===== src/rtl/bc_pkg.sv =====
// Shared types and sizing helpers for the Bulls and Cows guess scorer.
package bc_pkg;

  localparam int unsigned NDIGITS_DEF = 4;

  typedef logic [3:0] bc_digit_t;

  typedef enum logic [1:0] {
    ENTRY  = 2'd0,
    SCORE  = 2'd1,
    RESULT = 2'd2,
    OVER   = 2'd3
  } bc_state_e;

  // Bits needed to hold a count in 0..n.
  function automatic int unsigned cnt_w(input int unsigned n);
    return $clog2(n + 1);
  endfunction

endpackage


===== src/rtl/bc_guess_scorer_if.sv =====
// Key-strobe inputs and score/status outputs of the guess scorer.
interface bc_guess_scorer_if #(
  parameter int unsigned NDIGITS = bc_pkg::NDIGITS_DEF
);
  localparam int unsigned CW = bc_pkg::cnt_w(NDIGITS);

  logic                   key_valid;
  bc_pkg::bc_digit_t      key_digit;
  logic                   backspace;
  logic                   enter;
  logic                   new_game;
  logic [4*NDIGITS-1:0]   secret;

  logic [4*NDIGITS-1:0]   guess;
  logic [CW-1:0]          digit_count;
  logic                   busy;
  logic                   result_valid;
  logic [CW-1:0]          bulls;
  logic [CW-1:0]          cows;
  logic [7:0]             attempts;
  logic                   win;
  logic                   game_over;
  logic                   dup_err;
  logic                   short_err;

  modport master (
    output key_valid, key_digit, backspace, enter, new_game, secret,
    input  guess, digit_count, busy, result_valid, bulls, cows, attempts,
           win, game_over, dup_err, short_err
  );

  modport slave (
    input  key_valid, key_digit, backspace, enter, new_game, secret,
    output guess, digit_count, busy, result_valid, bulls, cows, attempts,
           win, game_over, dup_err, short_err
  );
endinterface


===== src/rtl/bc_digit_matcher.sv =====
// Compares one guess digit at position idx against every secret digit.
module bc_digit_matcher import bc_pkg::*; #(
  parameter int unsigned NDIGITS = NDIGITS_DEF,
  parameter int unsigned IW      = 2
) (
  input  bc_digit_t            digit,
  input  logic [IW-1:0]        idx,
  input  logic [4*NDIGITS-1:0] secret,
  output logic                 is_bull,
  output logic                 is_cow
);

  always_comb begin
    is_bull = 1'b0;
    is_cow  = 1'b0;
    for (int j = 0; j < int'(NDIGITS); j++) begin
      if (secret[4*(int'(NDIGITS)-1-j) +: 4] == digit) begin
        if (IW'(j) == idx) is_bull = 1'b1;
        else               is_cow  = 1'b1;
      end
    end
  end

endmodule


===== src/rtl/bc_guess_scorer.sv =====
// Guess entry with duplicate rejection, sequential bulls/cows scoring, and game tracking.
module bc_guess_scorer import bc_pkg::*; #(
  parameter int unsigned NDIGITS      = NDIGITS_DEF,
  parameter int unsigned MAX_ATTEMPTS = 10
) (
  input  logic              clk,
  input  logic              rst,
  bc_guess_scorer_if.slave  bus
);

  localparam int unsigned CW = cnt_w(NDIGITS);
  localparam int unsigned IW = (NDIGITS > 1) ? $clog2(NDIGITS) : 1;
  localparam int unsigned GW = 4 * NDIGITS;

  bc_state_e       state_q, state_d;
  logic [GW-1:0]   guess_q, guess_d;
  logic [CW-1:0]   cnt_q, cnt_d;
  logic [IW-1:0]   idx_q, idx_d;
  logic [GW-1:0]   sec_q, sec_d;
  logic [CW-1:0]   bacc_q, bacc_d, cacc_q, cacc_d;
  logic [CW-1:0]   bulls_q, bulls_d, cows_q, cows_d;
  logic [7:0]      att_q, att_d;
  logic            win_q, win_d, over_q, over_d;
  logic            busy_q, busy_d, rv_q, rv_d;
  logic            dup_q, dup_d, short_q, short_d;

  bc_digit_t       cur_digit;
  logic            is_bull, is_cow;
  logic            in_guess;
  logic [CW-1:0]   bulls_fin, cows_fin;
  logic [7:0]      att_inc;

  // Digit under scoring and duplicate lookup against the entered prefix.
  always_comb begin
    cur_digit = '0;
    in_guess  = 1'b0;
    for (int p = 0; p < int'(NDIGITS); p++) begin
      if (IW'(p) == idx_q) cur_digit = guess_q[4*(int'(NDIGITS)-1-p) +: 4];
      if ((CW'(p) < cnt_q) && (guess_q[4*(int'(NDIGITS)-1-p) +: 4] == bus.key_digit))
        in_guess = 1'b1;
    end
  end

  bc_digit_matcher #(.NDIGITS(NDIGITS), .IW(IW)) u_matcher (
    .digit   (cur_digit),
    .idx     (idx_q),
    .secret  (sec_q),
    .is_bull (is_bull),
    .is_cow  (is_cow)
  );

  assign bulls_fin = bacc_q + CW'(is_bull);
  assign cows_fin  = cacc_q + CW'(is_cow);
  assign att_inc   = (att_q == 8'hFF) ? att_q : att_q + 8'd1;

  // Next-state and next-output logic.
  always_comb begin
    state_d = state_q;
    guess_d = guess_q;
    cnt_d   = cnt_q;
    idx_d   = idx_q;
    sec_d   = sec_q;
    bacc_d  = bacc_q;
    cacc_d  = cacc_q;
    bulls_d = bulls_q;
    cows_d  = cows_q;
    att_d   = att_q;
    win_d   = win_q;
    over_d  = over_q;
    rv_d    = 1'b0;
    dup_d   = 1'b0;
    short_d = 1'b0;

    if (bus.new_game) begin
      state_d = ENTRY;
      guess_d = '0;
      cnt_d   = '0;
      idx_d   = '0;
      sec_d   = '0;
      bacc_d  = '0;
      cacc_d  = '0;
      bulls_d = '0;
      cows_d  = '0;
      att_d   = '0;
      win_d   = 1'b0;
      over_d  = 1'b0;
    end else begin
      unique case (state_q)
        ENTRY: begin
          if (bus.enter) begin
            if (cnt_q == CW'(NDIGITS)) begin
              sec_d   = bus.secret;
              bacc_d  = '0;
              cacc_d  = '0;
              idx_d   = '0;
              state_d = SCORE;
            end else begin
              short_d = 1'b1;
            end
          end else if (bus.backspace) begin
            if (cnt_q != '0) begin
              cnt_d = cnt_q - CW'(1);
              for (int p = 0; p < int'(NDIGITS); p++)
                if (CW'(p + 1) == cnt_q) guess_d[4*(int'(NDIGITS)-1-p) +: 4] = '0;
            end
          end else if (bus.key_valid) begin
            if ((bus.key_digit <= 4'd9) && !in_guess && (cnt_q < CW'(NDIGITS))) begin
              cnt_d = cnt_q + CW'(1);
              for (int p = 0; p < int'(NDIGITS); p++)
                if (CW'(p) == cnt_q) guess_d[4*(int'(NDIGITS)-1-p) +: 4] = bus.key_digit;
            end else begin
              dup_d = 1'b1;
            end
          end
        end

        SCORE: begin
          bacc_d = bulls_fin;
          cacc_d = cows_fin;
          idx_d  = idx_q + IW'(1);
          // Final position: publish so results are visible during RESULT.
          if (idx_q == IW'(NDIGITS - 1)) begin
            state_d = RESULT;
            idx_d   = '0;
            bulls_d = bulls_fin;
            cows_d  = cows_fin;
            att_d   = att_inc;
            rv_d    = 1'b1;
            win_d   = (bulls_fin == CW'(NDIGITS));
            over_d  = (bulls_fin == CW'(NDIGITS)) || (att_inc == 8'(MAX_ATTEMPTS));
          end
        end

        RESULT: begin
          guess_d = '0;
          cnt_d   = '0;
          state_d = over_q ? OVER : ENTRY;
        end

        OVER: begin
          state_d = OVER;
        end

        default: state_d = ENTRY;
      endcase
    end

    busy_d = (state_d == SCORE) || (state_d == RESULT);
  end

  // State and output registers.
  always_ff @(posedge clk) begin
    if (rst) begin
      state_q <= ENTRY;
      guess_q <= '0;
      cnt_q   <= '0;
      idx_q   <= '0;
      sec_q   <= '0;
      bacc_q  <= '0;
      cacc_q  <= '0;
      bulls_q <= '0;
      cows_q  <= '0;
      att_q   <= '0;
      win_q   <= 1'b0;
      over_q  <= 1'b0;
      busy_q  <= 1'b0;
      rv_q    <= 1'b0;
      dup_q   <= 1'b0;
      short_q <= 1'b0;
    end else begin
      state_q <= state_d;
      guess_q <= guess_d;
      cnt_q   <= cnt_d;
      idx_q   <= idx_d;
      sec_q   <= sec_d;
      bacc_q  <= bacc_d;
      cacc_q  <= cacc_d;
      bulls_q <= bulls_d;
      cows_q  <= cows_d;
      att_q   <= att_d;
      win_q   <= win_d;
      over_q  <= over_d;
      busy_q  <= busy_d;
      rv_q    <= rv_d;
      dup_q   <= dup_d;
      short_q <= short_d;
    end
  end

  assign bus.guess        = guess_q;
  assign bus.digit_count  = cnt_q;
  assign bus.busy         = busy_q;
  assign bus.result_valid = rv_q;
  assign bus.bulls        = bulls_q;
  assign bus.cows         = cows_q;
  assign bus.attempts     = att_q;
  assign bus.win          = win_q;
  assign bus.game_over    = over_q;
  assign bus.dup_err      = dup_q;
  assign bus.short_err    = short_q;

endmodule


===== src/flat_wrapper.sv =====
// flat-port wrapper written by rule: the top's interface ports become plain ports
module bc_guess_scorer_flat import bc_pkg::*;
#(
  parameter int unsigned NDIGITS      = NDIGITS_DEF,
  parameter int unsigned MAX_ATTEMPTS = 10
)
  (clk, rst, bus_key_valid, bus_key_digit, bus_backspace, bus_enter, bus_new_game, bus_secret, bus_guess, bus_digit_count, bus_busy, bus_result_valid, bus_bulls, bus_cows, bus_attempts, bus_win, bus_game_over, bus_dup_err, bus_short_err);
  bc_guess_scorer_if #(.NDIGITS(NDIGITS)) bus_i ();
  input  logic clk;
  input  logic rst;
  input wire logic [$bits(bus_i.key_valid)-1:0] bus_key_valid;
  input wire logic [$bits(bus_i.key_digit)-1:0] bus_key_digit;
  input wire logic [$bits(bus_i.backspace)-1:0] bus_backspace;
  input wire logic [$bits(bus_i.enter)-1:0] bus_enter;
  input wire logic [$bits(bus_i.new_game)-1:0] bus_new_game;
  input wire logic [$bits(bus_i.secret)-1:0] bus_secret;
  output wire logic [$bits(bus_i.guess)-1:0] bus_guess;
  output wire logic [$bits(bus_i.digit_count)-1:0] bus_digit_count;
  output wire logic [$bits(bus_i.busy)-1:0] bus_busy;
  output wire logic [$bits(bus_i.result_valid)-1:0] bus_result_valid;
  output wire logic [$bits(bus_i.bulls)-1:0] bus_bulls;
  output wire logic [$bits(bus_i.cows)-1:0] bus_cows;
  output wire logic [$bits(bus_i.attempts)-1:0] bus_attempts;
  output wire logic [$bits(bus_i.win)-1:0] bus_win;
  output wire logic [$bits(bus_i.game_over)-1:0] bus_game_over;
  output wire logic [$bits(bus_i.dup_err)-1:0] bus_dup_err;
  output wire logic [$bits(bus_i.short_err)-1:0] bus_short_err;
  assign bus_i.key_valid = bus_key_valid;
  assign bus_i.key_digit = bus_key_digit;
  assign bus_i.backspace = bus_backspace;
  assign bus_i.enter = bus_enter;
  assign bus_i.new_game = bus_new_game;
  assign bus_i.secret = bus_secret;
  assign bus_guess = bus_i.guess;
  assign bus_digit_count = bus_i.digit_count;
  assign bus_busy = bus_i.busy;
  assign bus_result_valid = bus_i.result_valid;
  assign bus_bulls = bus_i.bulls;
  assign bus_cows = bus_i.cows;
  assign bus_attempts = bus_i.attempts;
  assign bus_win = bus_i.win;
  assign bus_game_over = bus_i.game_over;
  assign bus_dup_err = bus_i.dup_err;
  assign bus_short_err = bus_i.short_err;
  bc_guess_scorer #(.NDIGITS(NDIGITS), .MAX_ATTEMPTS(MAX_ATTEMPTS)) u_core (.clk(clk), .rst(rst), .bus(bus_i));
endmodule

===== config.mk =====
export PLATFORM = sky130hd
export DESIGN_NAME = bc_guess_scorer_flat
export DESIGN_NICKNAME = d
export VERILOG_FILES = /design/src/rtl/bc_pkg.sv /design/src/rtl/bc_guess_scorer_if.sv /design/src/rtl/bc_digit_matcher.sv /design/src/rtl/bc_guess_scorer.sv /design/src/flat_wrapper.sv
export SDC_FILE = /design/constraint.sdc
export NUM_CORES = 1
export LEC_CHECK = 0
export ABC_AREA = 1
export CORE_AREA = 8 8 134 136
export CTS_CLUSTER_SIZE = 16
export DETAILED_ROUTE_END_ITERATION = 8
export DIE_AREA = 0 0 142 144
export SKIP_CTS_REPAIR_TIMING = 1
export SLEW_MARGIN = 20
export SYNTH_ARGS = -nofsm -noshare
export SYNTH_HDL_FRONTEND = slang
export SYNTH_HIERARCHICAL = 1
export SYNTH_SLANG_ARGS = --single-unit

===== constraint.sdc =====
create_clock -name clk -period 2.5 [get_ports clk]
set_input_delay 0.75 -clock clk [delete_from_list [all_inputs] [get_ports clk]]
set_output_delay 0.75 -clock clk [all_outputs]
set_load 0.02 [all_outputs]

==> key figures, run 1 <==
Outcome
  • Outcome: finished, violations left
  • Failing checks: negative setup slack

GRT
  • Largest net degree at the start of global routing: 44
  • Vias in the first global route: ~3600
  • First-pass GRT wire length: 17600 microns
  • Initial antenna violation count: 0
  • GRT Overall Usage: 0.109
  • Gr ovfl total: 0

Critical path
  • R2r endpoint: u_core/bus.win$_SDFFE_PP0P_
  • CP most frequent cell: nand2_1
  • Worst endpoint data arrival time: 2.93 ns
  • Crit-path max cell delay: ~0.35 ns
  • Slowest CP cell: dfxtp_2
  • Crit path kind: reg -> reg
  • CP Cell Sequence: inv_2, ha_4, inv_8, nand3_2, o21ai_2, nand2_1, a22oi_2, buf_4, xor2_1, nor2_2, nand3_1, nand2_1, inv_1, nand2_1, ha_2, ha_4, xnor2_2, inv_2, nand3_2, buf_4, a21oi_2
  • CP max FO: 8
  • Startpoint types: register
  • R2R setup slack: -0.16 ns
  • Crit end category: register
  • R2R depth: 21
  • Critical Path RT: ~2.8 ns
  • Reg2reg start: u_core/idx_q[1]$_SDFFE_PP0P_

Yosys
  • Number of flops mapped to enable cells by yosys: 0
  • Syn_nets: 644
  • Yosys warning total: 6
  • Area of the mapped netlist: approximately 3900 sq um
  • Syn Area/Cell: 6.41 sq um
  • Asr flop ratio synth: 0
  • Most used DFF post-synth: dfxtp_1
  • Count of different cell masters after synthesis: 35
  • Cell count after synthesis: between 600 and 700
  • Register area share after synthesis: 0.337
  • Post-synthesis register bit count: between 60 and 70

Floorplan
  • Die width: about 140 microns
  • Initial Util: 0.241
  • Die Ht: roughly 140 microns
  • Total core area: ~16000 sq um
  • Die footprint: 20400 sq um
  • Rows: 47
  • I/O pins: 65

CTS
  • Clk root buf: clkbuf_16
  • Worst-case clock buffer depth: 2
  • Worst skew pair latency: roughly 0.34 ns
  • Htree depth: 3
  • CTS buffer count: 9
  • Clock transition at path regs: around 0.060 ns
  • Sink Count: between 60 and 70
  • CTS tree: built

Placed design
  • Pre-CTS WS: -0.228 ns
  • # port buffers: 64
  • GP Congestion: approximately 0.84
  • Post-DP HPWL: between 8000 and 9000 microns

Power
  • Lkg Pwr: about 0.0023 uW
  • Worst VDD drop: slightly below 0.0003 V
  • Tot Pwr: between 2000 and 3000 uW
  • Pwr Density: 506 nW/um^2

Layout
  • Layout Area Growth over Synthesis: 42.8%
  • Commonest cells after routing, fill and taps aside: 168 x nand2_1, 85 x inv_1, 71 x nor2_1
  • Ant. Diodes: 0
  • Fill count: ~1700
  • Final nets: 741
  • Most common cell after layout, fill and taps aside: nand2_1
  • Layout cells sized above 1: 0.177

Detailed routing
  • DR DRC count: 0
  • Vias per inst: roughly 4.3
  • DRT iter0 DRCs: approximately 200
  • DRT antenna net count: 0
  • Routed WL: 11200 microns
  • WL/cell: 12.1 microns
  • DR pass1 iterations: 4
  • Via count: 3991

STA
  • Final worst setup slack: -0.158 ns
  • Final setup viols: 7
  • Fin crit period: between 2 and 3 ns
  • RSZ-0062 raised after global routing: yes
  • Max-slew headroom: 0.674
  • Fmax: roughly 380 MHz
  • Hold Fails Final Rpt: 0
  • Final Max Tran Viols: 0
  • Worst Skew: just over 0.007 ns
  • Worst slew pin tran: 0.488 ns
  • TNS Setup: -0.639 ns
  • Final Cycle Share: 1.06

Worst hold path
  • Hold_sp: u_core/bus.cows[1]$_SDFFE_PP0P_
  • Hold Path Class: reg -> reg
  • Hold Crit Depth: 2
  • Hold path endpoint: u_core/bus.cows[1]$_SDFFE_PP0P_

Flow run
  • Max cap viols: 0
-- registers in the layout, indices dropped and copies added (netlist names), 2 cells and up, named ones only --
signal,cells
u_core/bus.bulls,3
u_core/sec_q,16
u_core/bus.digit_count,3
u_core/bus.guess,16
u_core/bus.attempts,7
u_core/state_q,2
u_core/bus.cows,3
u_core/bacc_q,3
u_core/cacc_q,3
u_core/idx_q,2
-- metal layers --
metal,part of all wire,track usage,routed length (microns)
met2,0.46,0.176,5160
met1,0.46,0.134,5150
met5,0,0,0
met4,0.021,0.0526,233
met3,0.061,0.0261,679
-- area by class of cell --
type	instances	area [sq um]	area share
multi-input combinational	423	2270	0.411
sequential	65	1300	0.236
timing repair buffer	101	938	0.170
inverter	100	385	0.0699
tap	220	275	0.0499
clock buffer	10	229	0.0415
clock inverter	6	115	0.0209
-- metrics by stage --
stage | cell area, sq um | instances | hold slack, ns | utilization
final | 5520 | 925 | 0.474 | 0.344
after global routing | 5520 | 925 | 0.499 | 0.344
after CTS | 5300 | 919 | 0.471 | 0.330
after detailed placement | 4960 | 903 | 0.460 | 0.309
after global placement | 4960 | 903 | 0.455 | 0.309
after floorplan | 3890 | 603 | 0.445 | -
-- power by group --
group | internal [uW] | switching [uW]
Clock | 979 | 492
Combinational | 121 | 147
Sequential | 1040 | 9.10
Total | 2140 | 648
-- synthesized netlist by cell type (all sizes together), types with 6 or more instances --
master | n | share of area
nand2 | 176 | 0.17
clkbuf | 6 | 0.0058
inv | 99 | 0.097
buf | 9 | 0.017
a21oi | 28 | 0.036
nand4 | 16 | 0.026
nand3 | 31 | 0.049
ha | 15 | 0.049
xor2 | 6 | 0.014
dfxtp | 65 | 0.34
o21ai | 39 | 0.051
nor2 | 85 | 0.092
a22oi | 6 | 0.012
-- worst max-delay path: cells and delay by family, from the launching register on --
family          cells  cell delay, ns
buf+inv             6            0.56
simple gates        7            0.45
flops               1            0.35
compound gates      3            0.42
xor+xnor            2            0.29
fa+ha+maj           3            0.51
-- worst max path at each step --
| stage | from | to | slack [ns] | cells past startpoint |
|---|---|---|---|---|
| 2_1_floorplan | u_core/idx_q[1]$_SDFFE_PP0P_ | u_core/bus.game_over$_SDFFE_PP0P_ | 0.03 | 21 |
| 3_3_place_gp | u_core/idx_q[1]$_SDFFE_PP0P_ | u_core/bus.game_over$_SDFFE_PP0P_ | -0.17 | 22 |
| 3_5_place_dp | u_core/idx_q[1]$_SDFFE_PP0P_ | u_core/bus.game_over$_SDFFE_PP0P_ | -0.23 | 22 |
| 4_1_cts | u_core/idx_q[1]$_SDFFE_PP0P_ | u_core/bus.game_over$_SDFFE_PP0P_ | -0.24 | 22 |
| 5_1_grt | u_core/idx_q[1]$_SDFFE_PP0P_ | u_core/bus.game_over$_SDFFE_PP0P_ | -0.37 | 22 |
| 6_report | u_core/idx_q[1]$_SDFFE_PP0P_ | u_core/bus.win$_SDFFE_PP0P_ | -0.16 | 21 |
-- kinds of logic after synthesis --
logic type                 share of synthesized area
xor gates and xnor gates                      0.0204
buffers and inverters                          0.121
AOI/OAI and AO/OA                              0.116
adders and majority gates                     0.0486
and+or+nand+nor                                0.357
DFF                                            0.337
(Power assumes the default switching activity.)
==> run 2: changes to the inputs <==
--- a/config.mk
+++ b/config.mk
@@ -10,6 +10,7 @@
 export CTS_CLUSTER_SIZE = 16
 export DETAILED_ROUTE_END_ITERATION = 8
 export DIE_AREA = 0 0 142 144
+export DONT_BUFFER_PORTS = 1
 export SKIP_CTS_REPAIR_TIMING = 1
 export SLEW_MARGIN = 20
 export SYNTH_ARGS = -nofsm -noshare
==> key figures, run 2 (synthesis gave the netlist of run 1 again) <==
Outcome
  • Outcome: finished, violations left
  • Failing checks: negative setup slack

Critical path
  • Crit path kind: reg -> reg
  • Worst endpoint data arrival time: 2.84 ns
  • Critical Path RT: between 2 and 3 ns
  • CP Cell Sequence: inv_4, ha_4, inv_6, o21ai_0, nand2_1, a22oi_2, buf_4, nand2_1, nand2_1, nor2_2, nand3b_1, nand2_1, inv_1, nand2_2, ha_4, ha_4, xnor2_2, inv_2, buf_4, nand2_1, a21oi_1
  • Reg2reg start: u_core/idx_q[1]$_SDFFE_PP0P_
  • CP max FO: 8
  • Slowest CP cell: dfxtp_4
  • CP most frequent cell: nand2_1
  • Critical path startpoint: u_core/idx_q[1]$_SDFFE_PP0P_
  • Crit end category: register
  • Startpoint types: register
  • Crit-path max cell delay: around 0.36 ns

STA
  • Worst Skew: 0.00868 ns
  • Final Cycle Share: 1.03
  • Fin crit period: between 2 and 3 ns
  • Hold Fails Final Rpt: 0
  • Final setup viols: 3
  • Final worst setup slack: -0.0685 ns
  • TNS Setup: -0.153 ns
  • RSZ-0062 raised after global routing: yes
  • Hold Slack: roughly 0.47 ns
  • Fmax: about 390 MHz
  • Final Max Tran Viols: 0
  • Max-slew headroom: 0.602
  • Worst slew pin tran: between 0.5 and 0.6 ns

Detailed routing
  • DR DRC count: 0
  • DRT iter0 DRCs: around 210
  • Routed WL: about 11000 microns
  • Via count: approximately 3700
  • DRT antenna net count: 0
  • DR pass1 iterations: 4
  • WL/cell: roughly 13 microns
  • Vias per inst: between 4 and 5

Power
  • Clock power frac: 0.508
  • Tot Pwr: about 2500 uW
  • Lkg Pwr: 0.00209 uW
  • Gate power share: 0.080
  • Pwr Density: about 530 nW/um^2
  • P_int: about 1900 uW
  • Worst VDD drop: between 0.0002 and 0.0003 V
  • Sequential Power Share: 0.411
  • NetSw: approximately 650 uW
  • Switching fraction of total power: 0.255

Placed design
  • GP Congestion: between 0.8 and 0.9
  • # port buffers: 0
  • Post-DP HPWL: between 8000 and 9000 microns
  • Dpl cell area: roughly 4400 sq um

GRT
  • GRT Overall Usage: 0.112
  • Initial antenna violation count: 0
  • Gr ovfl total: 0
  • First-pass GRT wire length: 17700 microns
  • Vias in the first global route: around 3400
  • Largest net degree at the start of global routing: 26

Layout
  • Final nets: approximately 680
  • Ant. Diodes: 0
  • Layout cells sized above 1: 0.186
  • Most common cell after layout, fill and taps aside: nand2_1
  • Post-Layout Inst Area: 4840 sq um
  • Commonest cells after routing, fill and taps aside: 172 x nand2_1, 83 x inv_1, 71 x nor2_1
  • Fill count: about 1800
  • Final core utilization: 0.301
  • Layout Area Growth over Synthesis: 25.2%

Floorplan
  • Die width: roughly 140 microns
  • Total core area: 16100 sq um
  • I/O pins: 65
  • Initial Util: 0.241
  • Die footprint: around 20000 sq um
  • Rows: 47
  • Die Ht: approximately 140 microns

CTS
  • Htree depth: 3
  • Worst skew pair latency: 0.34 ns
  • CTS tree: built
  • Clock transition at path regs: 0.06 ns
  • Worst-case clock buffer depth: 2
  • CTS buffer count: 9
  • Clk root buf: clkbuf_16
  • Sink Count: between 60 and 70

Worst hold path
  • Hold_sp: rst
  • Hold Path Class: in -> reg

Flow run
  • Max cap viols: 0
[run 2: changes by cell type in the layout (fill, tap and decap cells not counted), moves of 3 or more]
cell and delta:
nand2_1 +4, o21ai_2 -3, buf_4 +5, a21oi_2 -4, nand2_2 -3, a21oi_1 +4
clkdlybuf4s50_1 -64
[run 2: final cells by class]
type	count	area [sq um]	share of cell area
multi-input cells	423	2240	0.463
well taps	220	275	0.0569
inverters	100	385	0.0797
clock inverters	7	78.8	0.0163
flip-flops and latches	65	1310	0.271
repair buffers	41	324	0.0670
clock buffers	9	225	0.0466
[run 2: per-stage QoR]
step / setup slack [ns] / instances
after global routing: -0.282 / 865
final: -0.0685 / 865
after global placement: -0.175 / 845
after floorplan: 0.0321 / 603
after detailed placement: -0.231 / 845
after CTS: -0.256 / 861
[run 2: power groups by stage]
stage / logic, uW / registers (uW) / clock network (uW)
2_1_floorplan: 142 / 1080 / 0
3_3_place_gp: 195 / 1070 / 0
3_5_place_dp: 195 / 1070 / 0
4_1_cts: 195 / 1050 / 1340
5_1_grt: 233 / 1050 / 1390
6_report: 205 / 1050 / 1290
[run 2: path summary, 6_finish.rpt]
path,endpoint,slack [ns],cells past startpoint
worst min-delay path,u_core/state_q[0]$_SDFF_PP0_,0.47,1
worst max register to register,u_core/bacc_q[2]$_SDFFE_PP0P_,-0.07,21
worst min register to register,u_core/bacc_q[1]$_SDFFE_PP0P_,0.50,2
worst max-delay path,u_core/bacc_q[2]$_SDFFE_PP0P_,-0.07,21
[run 2: worst max-delay path, delay by kind of cell, from the launching register on]
family	cells	cell delay, ns
AOI/OAI and AO/OA	3	0.53
xor gates and xnor gates	1	0.12
adders and majority gates	3	0.47
buffers and inverters	6	0.50
DFF	1	0.36
and+or+nand+nor	8	0.51
[run 2: layer usage]
| metal | global-route usage | wire length, microns | vias to the layer above |
|---|---|---|---|
| met5 | 0 | 0 | - |
| met4 | 0.0441 | 252 | 0 |
| met3 | 0.0505 | 1080 | 14 |
| met2 | 0.166 | 4830 | 88 |
| met1 | 0.138 | 4760 | 1662 |
| li1 | - | - | 1967 |
